## src/rtl/uart_tx_fifo.sv

```systemverilog
// 8N1 UART transmitter with a 16x oversampled bit clock and a small input FIFO.
// Bytes are pushed with valid/ready and sent LSB first; queued frames follow each other with no idle gap.
module uart_tx_fifo #(
    parameter logic [7:0] CLK_DIV = 8'h1A,
    parameter int         ADDR_W  = 2
) (
    input  logic            clk,
    input  logic            reset,
    input  logic [7:0]      tx_data,
    input  logic            tx_valid,
    output logic            tx_ready,
    output logic            txout,
    output logic            tx_busy,
    output logic [ADDR_W:0] fifo_count
);

    localparam int             DEPTH    = 2**ADDR_W;
    localparam logic [8:0]     TICK_MAX = 9'(2 * (int'(CLK_DIV) + 1) - 1);
    localparam logic [ADDR_W:0] FULL    = (ADDR_W+1)'(DEPTH);

    typedef enum logic [1:0] {IDLE, START, DATA, STOP} state_t;

    logic [8:0]        div_cnt;
    logic              tick;
    logic [7:0]        mem [DEPTH];
    logic [ADDR_W-1:0] wr_ptr;
    logic [ADDR_W-1:0] rd_ptr;
    logic [ADDR_W:0]   count;
    logic              push;
    logic              pop;
    logic [7:0]        head;
    state_t            state;
    logic [7:0]        shift;
    logic [3:0]        bit_tick;
    logic [2:0]        bit_idx;
    logic              txout_reg;
    logic              busy_reg;

    always_ff @(posedge clk or posedge reset) begin
        if (reset) begin
            div_cnt <= '0;
        end else if (div_cnt == TICK_MAX) begin
            div_cnt <= '0;
        end else begin
            div_cnt <= div_cnt + 9'd1;
        end
    end

    assign tick = (div_cnt == TICK_MAX);

    assign tx_ready   = (count != FULL);
    assign push       = tx_valid && tx_ready;
    // A byte leaves the FIFO only when a new frame starts: from IDLE, or at the end of a stop bit.
    assign pop        = tick && (count != '0) &&
                        ((state == IDLE) || ((state == STOP) && (bit_tick == 4'd15)));
    assign head       = mem[rd_ptr];
    assign fifo_count = count;
    assign txout      = txout_reg;
    assign tx_busy    = busy_reg;

    always_ff @(posedge clk) begin
        if (push) begin
            mem[wr_ptr] <= tx_data;
        end
    end

    always_ff @(posedge clk or posedge reset) begin
        if (reset) begin
            wr_ptr <= '0;
            rd_ptr <= '0;
            count  <= '0;
        end else begin
            if (push) begin
                wr_ptr <= wr_ptr + 1'b1;
            end
            if (pop) begin
                rd_ptr <= rd_ptr + 1'b1;
            end
            case ({push, pop})
                2'b10:   count <= count + 1'b1;
                2'b01:   count <= count - 1'b1;
                default: count <= count;
            endcase
        end
    end

    always_ff @(posedge clk or posedge reset) begin
        if (reset) begin
            state     <= IDLE;
            shift     <= '0;
            bit_tick  <= '0;
            bit_idx   <= '0;
            txout_reg <= 1'b1;
            busy_reg  <= 1'b0;
        end else if (tick) begin
            case (state)
                IDLE: begin
                    if (pop) begin
                        shift     <= head;
                        state     <= START;
                        txout_reg <= 1'b0;
                        busy_reg  <= 1'b1;
                        bit_tick  <= '0;
                    end
                end
                START: begin
                    bit_tick <= bit_tick + 4'd1;
                    if (bit_tick == 4'd15) begin
                        state     <= DATA;
                        bit_idx   <= '0;
                        txout_reg <= shift[0];
                    end
                end
                DATA: begin
                    bit_tick <= bit_tick + 4'd1;
                    if (bit_tick == 4'd15) begin
                        if (bit_idx == 3'd7) begin
                            state     <= STOP;
                            txout_reg <= 1'b1;
                        end else begin
                            shift     <= shift >> 1;
                            bit_idx   <= bit_idx + 3'd1;
                            txout_reg <= shift[1];
                        end
                    end
                end
                STOP: begin
                    bit_tick <= bit_tick + 4'd1;
                    if (bit_tick == 4'd15) begin
                        if (pop) begin
                            shift     <= head;
                            state     <= START;
                            txout_reg <= 1'b0;
                        end else begin
                            state    <= IDLE;
                            busy_reg <= 1'b0;
                        end
                    end
                end
                default: state <= IDLE;
            endcase
        end
    end

endmodule

```

## config.mk

```make
export PLATFORM = sky130hd
export DESIGN_NAME = uart_tx_fifo
export DESIGN_NICKNAME = d
export VERILOG_FILES = /design/src/rtl/uart_tx_fifo.sv
export SDC_FILE = /design/constraint.sdc
export NUM_CORES = 1
export LEC_CHECK = 0
export CORE_ASPECT_RATIO = 1.1
export CORE_UTILIZATION = 35
export CTS_CLUSTER_DIAMETER = 120
export DETAILED_ROUTE_END_ITERATION = 12
export SKIP_CTS_REPAIR_TIMING = 1
export SYNTH_ARGS = -nofsm -noshare
export SYNTH_HDL_FRONTEND = slang
export SYNTH_SLANG_ARGS = --single-unit
```

## constraint.sdc

```tcl
create_clock -name clk -period 3.2 [get_ports clk]
set_clock_uncertainty 0.15 [all_clocks]
set_input_delay 0.32 -clock clk [delete_from_list [all_inputs] [get_ports clk]]
set_output_delay 0.32 -clock clk [all_outputs]
set_load 0.05 [all_outputs]
```

==> run summary, run 1 <==
Syn Nets: 261
Clock power frac: 0.329
Synth Cell Area: 3110 um^2
RSZ-0062 raised after global routing: false
Outcome: complete, no violations
Final period utilization: 0.935
Max IR drop VDD: 0.357 mV
# IOs: 17
Tot Pwr: 2.18 mW
R2r endpoint: fifo_count[2]
Hold Crit Class: input port to asynchronous set/reset pin
Rel. slew slack: 0.564
# DRC: 0
Min Clock Period, post-route: 2.99 ns
Worst R2R Start: div_cnt[3]
DRT Pass-1 Iters: 4
Top reg by flops: mem
Fin cells: 376
DP HPWL: 3.83 mm
Leading area contributor after synthesis: edfxtp_1
Global route overflow: 0
First-pass GRT wire length: 9.25 mm
Flop pwr share: 0.497
Vias in the first global route: 1882
Post-synth top area share: 0.309
Synth Area in Simple Gates: 0.102
Initial Util: 0.366
Distinct cells, synth: 47
Htree depth: 3
CTS buffer count: 9
Area Overhead vs Synth: 16.0%
M1 wire length: 2.51 mm
Proportion of layout cells with a drive suffix above 1: 0.125
Die Ht: 101 um
Reg2reg setup slack: 0.21 ns
CTS tree: yes
Startpoint types: register
Reg clk slew, reported paths: 0.08 ns
Final setup fails: 0
Post-synthesis compound-gate area fraction: 0.0979
Wire per inst: 14.5 um
Core area: 8500 um^2
Switching Power: 0.648 mW
Deepest clock path buffer count: 2
Site row count: 35
Via count: 1904
Clock sink total: 67
Clock Root Buffer: clkbuf_8
Synth Area in Adders: 0.0669
DR iter-0 viols: 88
Final TNS setup: 0 ns
FFs w/ async S/R, synth: 0.522
R2r worst-path depth: 9
Avg Inst Size Synth: 13.3 um^2
Sw Share: 0.297
Fin. Hold Viols: 0
Met3 routed WL: 172 um
Post-Synthesis Cells: 234
Pwr per Cell Area: 605 nW/um^2
Ys Warns: 0
Worst-margin pin slew: 0.650 ns
Leakage: 1.45 nW
CP Max Fanout: 6
Most common cell after layout, fill and taps aside: dfrtp_1
Die W: 91.8 um
Later-pin clock latency in the skew report: 0.35 ns
Synth Area in XOR/XNOR: 0.0367
Largest family of logic cells by synthesized area: simple AND/OR/NAND/NOR gates
Die Footprint: 9250 um^2
# Max-Cap Violations: 0
Top Metal Used: met4
Largest net degree at the start of global routing: 36
Commonest non-fill, non-tap cells in the layout: dfrtp_1 (34), edfxtp_1 (32), inv_1 (19)
CP startpoint: div_cnt[3]
Internal Pwr Total: 1.53 mW
Worst Path Required: 3.33 ns
Max FFs per register: 32
Via density: 5.06
Routed Antenna Nets: 0
Largest registers: mem: 32 flops, div_cnt: 9 flops, shift: 8 flops
Cells after DPL: 360
WP data arrival: 3.12 ns
Total track usage: 0.134
Top cells by area, synth: edfxtp_1 (31%), dfrtp_1 (27%), ha_1 (6.0%)
Mux contribution to synthesized area: 0.0721
Port Buffers: 16
Routability Congestion: 0.785
Max Fclk: 334 MHz
Seq/Total Area, Yosys: 0.592
Pins Over Slew Limit: 0
Drt total wl: 5.46 mm
Dominant synthesized flop cell: dfrtp_1
Critical Path End Type: register
Wire length on met2: 2.65 mm
Number of synthesized flops with an enable pin: 32
Critical path start-end classification: register to register
Comb pwr share: 0.174
Ant diodes: 0
Initial antenna violation count: 0
FF+latch count, synth: 67
NumNets Final: 287
## cell families after synthesis
logic type               count (synthesis)
flip-flops                              67
AND/OR/NAND/NOR                         61
AO/OA/AOI/OAI                           41
XOR/XNOR                                13
adder cells (fa/ha/maj)                 16
multiplexers                            12
buffers and inverters                   24
## worst max-delay path by stage
| stage | cells after the start | to |
|---|---|---|
| detailed placement | 9 | fifo_count[2] |
| global placement | 9 | fifo_count[2] |
| finish | 9 | fifo_count[2] |
| CTS | 9 | fifo_count[2] |
| global route | 9 | fifo_count[2] |
| floorplan | 10 | fifo_count[2] |
## metal layers
| metal | vias up | global-route usage |
|---|---|---|
| li1 | 925 | - |
| met1 | 937 | 0.166 |
| met2 | 32 | 0.217 |
| met3 | 10 | 0.0317 |
| met4 | 0 | 0.0757 |
| met5 | - | 0 |
## power by group through the flow
stage | Combinational [mW] | Sequential (mW) | Clock (mW)
2_1_floorplan | 0.196 | 1.15 | 0
3_3_place_gp | 0.382 | 1.10 | 0
6_report | 0.379 | 1.08 | 0.718
4_1_cts | 0.390 | 1.09 | 0.731
3_5_place_dp | 0.390 | 1.10 | 0
5_1_grt | 0.423 | 1.10 | 0.768
## cells in the mapped netlist, types with 2 or more instances
library cell,n
a211o_1,2
a211oi_1,2
a21o_1,2
a21oi_1,7
a31oi_1,3
a32o_1,2
and2_1,2
and3_1,7
clkbuf_1,2
dfrtp_1,34
edfxtp_1,32
ha_1,15
inv_1,19
mux2_2,3
mux4_2,8
nand2_1,13
nand3_1,7
nand4_1,2
nor2_1,14
nor2b_1,4
nor3_1,5
o211ai_1,2
o21ai_0,6
o32ai_1,6
or4_1,2
xnor2_1,7
xor2_1,6
## worst max-delay path, cell delays in order, from the launching register on
cell and delay [ns]:
dfrtp_1 0.44, or4b_4 0.59, or4_1 0.59, clkinv_2 0.11
ha_1 0.19, inv_1 0.07, fa_1 0.38, xor2_1 0.15
nor2_1 0.11, xor2_1 0.15
## metrics by stage
stage	hold slack [ns]	utilization	setup slack, ns	cell area [um^2]
2_1_floorplan	0.269	-	0.301	3110
3_3_place_gp	0.330	0.401	0.300	3400
3_5_place_dp	0.335	0.401	0.235	3400
4_1_cts	0.230	0.424	0.201	3600
5_1_grt	0.265	0.424	0.0481	3600
6_report	0.211	0.424	0.207	3600
## cell type report
| cell class | instances | area [um^2] |
|---|---|---|
| multi-input cells | 143 | 1170 |
| clock inverters | 7 | 76.3 |
| well taps | 111 | 139 |
| flip-flops and latches | 67 | 1840 |
| fillers | 796 | 4890 |
| clock buffers | 9 | 124 |
| inverters | 20 | 76.3 |
| repair buffers | 19 | 183 |
Power figures use the tool's default switching activity.
==> run 2, diff against run 1 <==
--- a/config.mk
+++ b/config.mk
@@ -10,6 +10,7 @@
 export CTS_CLUSTER_DIAMETER = 120
 export DETAILED_ROUTE_END_ITERATION = 12
 export SKIP_CTS_REPAIR_TIMING = 1
+export SLEW_MARGIN = 10
 export SYNTH_ARGS = -nofsm -noshare
 export SYNTH_HDL_FRONTEND = slang
 export SYNTH_SLANG_ARGS = --single-unit
==> results of run 2 <==
Same layout as run 1: the final DEF is identical, and so are final timing and power.
==> run 3, diff against run 2 <==
--- a/config.mk
+++ b/config.mk
@@ -5,10 +5,15 @@
 export SDC_FILE = /design/constraint.sdc
 export NUM_CORES = 1
 export LEC_CHECK = 0
+export ABC_CLOCK_PERIOD_IN_PS = 3200
+export CELL_PAD_IN_SITES_DETAIL_PLACEMENT = 1
+export CELL_PAD_IN_SITES_GLOBAL_PLACEMENT = 2
 export CORE_ASPECT_RATIO = 1.1
 export CORE_UTILIZATION = 35
 export CTS_CLUSTER_DIAMETER = 120
 export DETAILED_ROUTE_END_ITERATION = 12
+export GPL_TIMING_DRIVEN = 0
+export PLACE_DENSITY_LB_ADDON = 0.1
 export SKIP_CTS_REPAIR_TIMING = 1
 export SLEW_MARGIN = 10
 export SYNTH_ARGS = -nofsm -noshare
==> run 3 against run 2 <==
Non-clock buffer count rose by 2. Largest power group unchanged. Sequential power barely moved. Sequential share of layout area fell by 0.19 points. Critical path depth rose by 1. Clock power rose by 2.8%. Design area rose by 0.45%. Sequential cell count did not move. Worst setup slack got worse by 0.047 ns. Die area did not move. Global-route usage rose by 1.9 points. Highest routed layer unchanged. First-iteration DRC count fell by 39%.
==> run summary, run 3 (synthesis results as in run 1) <==
Largest registers: mem: 32 flops, div_cnt: 9 flops, shift: 8 flops
Filler cells: 895
NumNets Final: 289
Total track usage: 0.153
Largest net degree at the start of global routing: 36
CTS buffer count: 9
Final period utilization: 0.950
Max Fclk: 329 MHz
Reg clk slew, reported paths: 0.09 ns
CP Max Fanout: 9
RSZ-0062 raised after global routing: false
Most common cell after layout, fill and taps aside: dfrtp_1
Htree depth: 3
Critical Path End Type: register
Critical path start-end classification: register to register
WP data arrival: 3.16 ns
# DRC: 0
Pwr per Cell Area: 608 nW/um^2
Worst Path Required: 3.32 ns
Port Buffers: 16
CTS tree: yes
Max IR drop VDD: 0.392 mV
Pins Over Slew Limit: 0
Leakage: 1.46 nW
Drt total wl: 6.06 mm
First-pass GRT wire length: 10.6 mm
Rel. slew slack: 0.496
# IOs: 17
Top reg by flops: mem
Tot Pwr: 2.20 mW
Hold WS: 0.270 ns
Startpoint types: register
Die Footprint: 9250 um^2
Initial Util: 0.366
Min Clock Period, post-route: 3.04 ns
Worst-margin pin slew: 0.755 ns
Global route overflow: 0
Initial antenna violation count: 0
Site row count: 35
DR iter-0 viols: 54
Outcome: complete, no violations
Proportion of layout cells with a drive suffix above 1: 0.135
Hold Crit Class: input port to asynchronous set/reset pin
Later-pin clock latency in the skew report: 0.35 ns
Max FFs per register: 32
Area Overhead vs Synth: 16.6%
Final setup fails: 0
Routed Antenna Nets: 0
Die Ht: 101 um
Commonest non-fill, non-tap cells in the layout: dfrtp_1 (33), edfxtp_1 (32), inv_1 (18)
Ant diodes: 0
Wire per inst: 16.0 um
Vias in the first global route: 2111
Die W: 91.8 um
Routability Congestion: 0.705
Fin. Hold Viols: 0
Final instance area: 3620 um^2
Deepest clock path buffer count: 2
Via density: 5.11
Reg2reg setup slack: 0.16 ns
# Max-Cap Violations: 0
DP Area: 3400 um^2
Clock Root Buffer: clkbuf_8
Core area: 8500 um^2
Via count: 1930
DP HPWL: 4.30 mm
Final TNS setup: 0 ns
DRT Pass-1 Iters: 4
Clock sink total: 67
==> run 3: final timing paths <==
check                      startpoint            end  cells past startpoint
setup reg to reg           div_cnt[8]  fifo_count[2]                     10
setup / recovery           div_cnt[8]  fifo_count[2]                     10
hold / removal                  reset       shift[3]                      2
hold reg to reg            div_cnt[0]     div_cnt[0]                      1
min in group clk           div_cnt[0]     div_cnt[0]                      1
max in group asynchronous       reset     div_cnt[3]                      2
==> run 3: final cells by class <==
class	count	area, um^2	share of cell area
Tap cell	111	139	0.0384
Sequential cell	67	1840	0.508
Clock inverter	7	82.6	0.0228
Clock buffer	9	124	0.0342
Timing Repair Buffer	17	168	0.0463
Inverter	20	76.3	0.0211
Buffer	4	23.8	0.00657
Multi-Input combinational cell	143	1170	0.323
==> run 3: per-stage QoR <==
step | instances | worst slack, ns | utilization
global placement | 361 | 0.115 | 0.401
global route | 378 | 0.00556 | 0.426
CTS | 377 | 0.0910 | 0.425
finish | 378 | 0.160 | 0.426
floorplan | 234 | 0.301 | -
detailed placement | 361 | 0.143 | 0.401
==> run 3: metal layers <==
metal  vias to the layer above  GRT usage  share of wire
li1                        926          -              -
met1                       976      0.186           0.46
met2                        20      0.261           0.50
met3                         8     0.0302          0.019
met4                         0     0.0757          0.021
met5                         -          0              0
==> run 3: power breakdown <==
part / leakage (nW) / internal [mW] / switching (mW)
combinational: 0.608 / 0.137 / 0.244
sequential: 0.751 / 1.03 / 0.0525
clock: 0.0984 / 0.372 / 0.366
total: 1.46 / 1.54 / 0.663
==> run 3: critical path, cell delays in order (launching register included) <==
cell,delay [ns]
dfrtp_1,0.41
or4b_4,0.59
or4_1,0.56
buf_6,0.17
clkinv_2,0.07
ha_1,0.17
inv_1,0.06
fa_1,0.37
xor2_1,0.15
nor2_1,0.12
xor2_1,0.15
